**src/rtl/cnt_pkg.sv**
```systemverilog
// Shared definitions for the counter and its load arbiter: FSM state encoding,
// default data width and a small index-wrap helper.
package cnt_pkg;

  typedef enum logic [1:0] {
    S_IDLE  = 2'd0,
    S_GRANT = 2'd1,
    S_HOLD  = 2'd2
  } state_e;

  localparam int CNT_W = 8;

  function automatic int wrap_inc(input int idx, input int n);
    return (idx + 1 >= n) ? 0 : idx + 1;
  endfunction

endpackage

```
**src/rtl/cnt_load_arb_rr_pick.sv**
```systemverilog
// Combinational round-robin picker: first set request at or after ptr,
// wrapping at N.
module rr_pick #(
  parameter int N  = 4,
  parameter int IW = (N > 1) ? $clog2(N) : 1
) (
  input  logic [N-1:0]  req,
  input  logic [IW-1:0] ptr,
  output logic [IW-1:0] winner,
  output logic          valid
);

  int            idx;
  logic [IW-1:0] idx_v;

  // Scan from the farthest offset down so the nearest hit is the last write.
  always_comb begin
    winner = '0;
    valid  = 1'b0;
    idx    = 0;
    idx_v  = '0;
    for (int off = N - 1; off >= 0; off--) begin
      idx = int'(ptr) + off;
      if (idx >= N) idx = idx - N;
      idx_v = IW'(idx);
      if (req[idx_v]) begin
        winner = idx_v;
        valid  = 1'b1;
      end
    end
  end

endmodule

```
**src/rtl/cnt_load_arb.sv**
```systemverilog
// Arbitrates N requesters onto a single counter load port: round-robin grant,
// one-cycle load strobe, then a HOLD-cycle lockout before the next grant.
module cnt_load_arb
  import cnt_pkg::*;
#(
  parameter int N    = 4,
  parameter int W    = CNT_W,
  parameter int HOLD = 3,
  localparam int IW  = (N > 1) ? $clog2(N) : 1
) (
  input  logic           clk,
  input  logic           rst,
  input  logic [N-1:0]   req,
  input  logic [N*W-1:0] req_data,
  output logic [N-1:0]   gnt,
  output logic           cnt_wr,
  output logic [W-1:0]   cnt_wr_data,
  input  logic [W-1:0]   cnt_out,
  output logic           busy,
  output logic [IW-1:0]  last_id,
  output logic [W-1:0]   last_val
);

  state_e        state_q, state_d;
  logic [IW-1:0] ptr_q, ptr_d;
  logic [7:0]    hold_q, hold_d;
  logic [N-1:0]  gnt_q, gnt_d;
  logic          cnt_wr_q, cnt_wr_d;
  logic [W-1:0]  wr_data_q, wr_data_d;
  logic          busy_q, busy_d;
  logic [IW-1:0] last_id_q, last_id_d;
  logic [W-1:0]  last_val_q, last_val_d;

  logic [IW-1:0] winner;
  logic          pick_valid;

  rr_pick #(.N(N), .IW(IW)) u_pick (
    .req    (req),
    .ptr    (ptr_q),
    .winner (winner),
    .valid  (pick_valid)
  );

  always_comb begin
    state_d    = state_q;
    ptr_d      = ptr_q;
    hold_d     = hold_q;
    gnt_d      = '0;
    cnt_wr_d   = 1'b0;
    wr_data_d  = wr_data_q;
    last_id_d  = last_id_q;
    last_val_d = last_val_q;
    case (state_q)
      S_IDLE: begin
        // Grant-cycle outputs are computed here so they appear registered.
        if (pick_valid) begin
          state_d    = S_GRANT;
          gnt_d      = N'(1) << winner;
          cnt_wr_d   = 1'b1;
          wr_data_d  = req_data[int'(winner)*W +: W];
          last_id_d  = winner;
          last_val_d = cnt_out;
        end
      end
      S_GRANT: begin
        state_d = S_HOLD;
        ptr_d   = IW'(wrap_inc(int'(last_id_q), N));
        hold_d  = 8'(HOLD - 1);
      end
      S_HOLD: begin
        if (hold_q == 8'd0) state_d = S_IDLE;
        else                hold_d  = hold_q - 8'd1;
      end
      default: state_d = S_IDLE;
    endcase
    busy_d = (state_d != S_IDLE);
  end

  always_ff @(posedge clk or negedge rst) begin
    if (!rst) begin
      state_q    <= S_IDLE;
      ptr_q      <= '0;
      hold_q     <= '0;
      gnt_q      <= '0;
      cnt_wr_q   <= 1'b0;
      wr_data_q  <= '0;
      busy_q     <= 1'b0;
      last_id_q  <= '0;
      last_val_q <= '0;
    end else begin
      state_q    <= state_d;
      ptr_q      <= ptr_d;
      hold_q     <= hold_d;
      gnt_q      <= gnt_d;
      cnt_wr_q   <= cnt_wr_d;
      wr_data_q  <= wr_data_d;
      busy_q     <= busy_d;
      last_id_q  <= last_id_d;
      last_val_q <= last_val_d;
    end
  end

  assign gnt         = gnt_q;
  assign cnt_wr      = cnt_wr_q;
  assign cnt_wr_data = wr_data_q;
  assign busy        = busy_q;
  assign last_id     = last_id_q;
  assign last_val    = last_val_q;

endmodule
```
**config.mk**
```make
export PLATFORM = sky130hd
export DESIGN_NAME = cnt_load_arb
export DESIGN_NICKNAME = d
export VERILOG_FILES = /design/src/rtl/cnt_pkg.sv /design/src/rtl/cnt_load_arb_rr_pick.sv /design/src/rtl/cnt_load_arb.sv
export SDC_FILE = /design/constraint.sdc
export NUM_CORES = 1
export LEC_CHECK = 0
export BUFFER_PORTS_ARGS = -buffer_cell sky130_fd_sc_hd__buf_4
export CAP_MARGIN = 20
export CORE_ASPECT_RATIO = 2
export CORE_MARGIN = 10
export CORE_UTILIZATION = 52
export CTS_CLUSTER_SIZE = 14
export DETAILED_ROUTE_END_ITERATION = 7
export PLACE_DENSITY = 0.84
export SLEW_MARGIN = 20
export SYNTH_ARGS = -nofsm -noshare
export SYNTH_HDL_FRONTEND = slang
export SYNTH_SLANG_ARGS = --single-unit
```
**constraint.sdc**
```tcl
create_clock -name clk -period 3.08 [get_ports clk]
set_clock_uncertainty 0.15 [all_clocks]
set_input_delay 0.308 -clock clk [delete_from_list [all_inputs] [get_ports clk]]
set_output_delay 0.308 -clock clk [all_outputs]
set_load 0.05 [all_outputs]
```
==> flow_metrics.py <==
metrics = {
    "global_route": {
        "grt_pass1_wl_um": 8280,
        "grt_max_degree": 37,
        "antenna_found_initial": 0,
        "grt_pass1_vias": 1773,
        "track_usage_pct": 16.4,
        "grt-ovfl-total": 0,
    },
    "drt": {
        "vias": 1653,
        "final_antenna_net_count": 0,
        "drt_iter0_drc": 28,
        "wl_per_cell_um": 16.4,
        "firstDrtPassIters": 4,
        "drc": 0,
        "detail_route.wirelength_um": 4960,
        "viasPerCell": 5.46,
    },
    "power_and_ir_drop": {
        "p_int_mw": 1.50,
        "p_sw_mw": 1.40,
        "p_clk_share_pct": 14.3,
        "p_seq_share_pct": 29.3,
        "share_comb_of_total_power_pct": 56.4,
        "switching_share_pct": 48.2,
        "p_leak_nw": 1.25,
        "p_per_area_nw_per_um2": 1150,
        "max-vdd-ir-drop_v": 0.000704,
    },
    "worst_setup_path": {
        "cp.arrival_ns": 2.38,
        "startpoint": "ptr_q[0]$_DFFE_PN0P_",
        "end_kind": "register",
        "r2r_slack_ns": 0.72,
        "setup.worst_path.end": "cnt_wr_data[7]$_DFFE_PN0P_",
        "rr_worst_depth": 6,
        "path_max_fanout": 10,
        "timing.rr.end": "cnt_wr_data[7]$_DFFE_PN0P_",
        "timing.rr.start": "ptr_q[0]$_DFFE_PN0P_",
        "critPathLaunchType": "register",
        "cp.required_ns": 3.10,
        "crit_type": "reg2reg",
    },
    "sta": {
        "tns_ns": 0,
        "fin_crit_sh_pct": 76.5,
        "period_needed_ns": 2.36,
        "setup_ws_ns": 0.722,
        "grt_setup_unrepaired": "false",
        "hold_violations": 0,
        "slew_violations": 0,
        "slew_headroom_pct": 54.8,
        "max_freq_mhz": 424,
        "setup_violations": 0,
        "worstMarginPinSlew_ns": 0.676,
    },
    "layout": {
        "drive_gt1_share_pct": 36.9,
        "diodes": 0,
        "fin_nets": 303,
        "syn2layout_area_growth_pct": 36.9,
        "final_util_pct": 73.6,
        "fill_cells": 253,
    },
    "synthesis": {
        "synth_top_area_share_pct": 49.0,
        "syn-cell-area_sq_um": 1840,
        "synth_top_area_cell": "dfrtp_1",
        "syn-num-nets": 232,
        "synth-seq-cells": 36,
        "synth_ff_type": "dfrtp_1",
        "yosysWarningCount": 0,
        "synth_edf_count": 0,
        "synth-seq-area-share_pct": 49.0,
        "post_synth_num_cell_types": 40,
        "syn_inst": 183,
        "synth.avg_cell_area_sq_um": 10.0,
        "synthTopCellsByArea": "dfrtp_1 (49%), nand2_1 (6.7%), mux2_4 (4.9%)",
        "async_reset_ff_share_pct": 100,
    },
    "cts": {
        "clock-sinks": 36,
        "cts_setup_buffers": 0,
        "h-tree-depth": 2,
        "path_clk_slew_ns": 0.08,
        "cts_tree": "done",
        "clockBufferDepth": 2,
        "cts-root-buf": "clkbuf_8",
        "cts-buffers-inserted": 5,
        "clock_latency_ns": 0.29,
    },
    "die": {
        "fp.coreArea_sq_um": 3420,
        "num_rows": 30,
        "io_pins": 70,
        "initial_core_util_pct": 53.8,
        "die_h_um": 104,
        "die_width_um": 62.0,
        "dieArea_sq_um": 6450,
    },
    "placement": {
        "portBuffers": 69,
        "place.gp.congestion": 0.808,
        "dp.final_hpwl_um": 3900,
        "pre_cts_ws_ns": 0.704,
    },
    "flow_run": {
        "cap_violations": 0,
    },
    "outcome": {
        "run_status": "completed",
    },
    "min_path": {
        "hold_path_class": "in2reg",
    },
}
-- metrics by stage --
| stage | total power [mW] | hold WS (ns) | area, sq um | cells |
|---|---|---|---|---|
| detailed placement | 2.51 | 0.141 | 2390 | 294 |
| floorplan | 2.02 | -0.138 | 1840 | 183 |
| CTS | 2.92 | 0.0504 | 2510 | 303 |
| finish | 2.90 | 0.0532 | 2510 | 303 |
| global route | 3.09 | 0.0599 | 2510 | 303 |
| global placement | 2.47 | 0.132 | 2390 | 294 |
-- worst min-delay path by stage --
stage | slack, ns | startpoint | to | depth (start not counted)
6_report | 0.05 | cnt_out[2] | last_val[2]$_DFFE_PN0P_ | 3
5_1_grt | 0.06 | cnt_out[1] | last_val[1]$_DFFE_PN0P_ | 3
4_1_cts | 0.05 | cnt_out[3] | last_val[3]$_DFFE_PN0P_ | 3
3_5_place_dp | 0.14 | rst | last_val[1]$_DFFE_PN0P_ | 1
3_3_place_gp | 0.13 | rst | cnt_wr_data[7]$_DFFE_PN0P_ | 1
2_1_floorplan | -0.14 | rst | busy$_DFF_PN0_ | 0
-- kinds of logic after synthesis --
kind of cell	after synthesis	synth area share [%]
compound gates	50	19.1
fa+ha+maj	3	2.04
xor+xnor	3	1.43
buf+inv	15	3.47
flops	36	49.0
mux	9	6.74
simple gates	67	18.2
-- state kept, by name (all words and copies together), names as in the netlist --
name,count
last_id,2
busy,1
hold_q,8
state_q,2
last_val,8
gnt,4
cnt_wr,1
cnt_wr_data,8
ptr_q,2
-- cell type report --
class / count / area [sq um] / share of cell area (%)
Inverter: 7 / 26.3 / 1.05
Clock inverter: 3 / 42.5 / 1.69
Sequential cell: 36 / 901 / 35.8
Timing Repair Buffer: 72 / 543 / 21.6
Tap cell: 48 / 60.1 / 2.39
Multi-Input combinational cell: 132 / 872 / 34.7
Clock buffer: 5 / 68.8 / 2.74
-- synth_stat cells, types with 3 or more instances --
master,n
nand2_1,33
o21ai_1,3
mux2_4,6
nand3_1,9
o21ai_0,12
nor2_1,6
clkbuf_1,7
mux2_2,3
a21oi_1,11
a221o_1,8
dfrtp_1,36
nand2b_1,3
ha_1,3
or4_1,3
inv_1,7
nor3_1,3
-- timing repair --
item | CTS | global route
hold buffers | 1 | 0
endpoints found under the hold margin | 36 | 0
gates resized for setup | 0 | 0
-- power groups by stage --
stage | logic (mW) | clock network, mW | registers [mW]
2_1_floorplan | 0.711 | 0 | 1.31
3_3_place_gp | 1.62 | 0 | 0.847
3_5_place_dp | 1.65 | 0 | 0.857
4_1_cts | 1.65 | 0.416 | 0.852
5_1_grt | 1.77 | 0.438 | 0.883
6_report | 1.64 | 0.415 | 0.851
-- layout by cell type (no fill, tap or decap), types with 2 or more instances in the layout --
master and instances:
buf_4 71, dfrtp_1 36, nand2_1 33, o21ai_0 12, a21oi_1 11, nand3_1 9, a221o_1 8, inv_1 7
nor2_1 6, mux2_4 6, clkbuf_8 5, o21ai_1 3, or4_1 3, nand2b_1 3, nor3_1 3, mux2_2 3
ha_1 3, nor2b_1 2, a211o_1 2, nor4_1 2, o31ai_1 2, o211ai_1 2, xnor2_1 2
-- layer usage --
layer  part of all wire (%)  GRT usage [%]  up-vias
li1                       -              -      802
met1                     35           17.0      770
met2                     53           26.5       64
met3                    8.7           6.23       17
met4                    3.9           9.00        0
met5                      0              0        -
-- worst max-delay path, stage by stage (launching register included) --
cell and delay (ns):
dfrtp_1 0.43, nor2b_1 0.33, a211oi_4 0.12, nor2_2 0.32, buf_4 0.24, mux2_2 0.34, a221o_1 0.31
No activity file was read; power rests on OpenSTA's default activity.
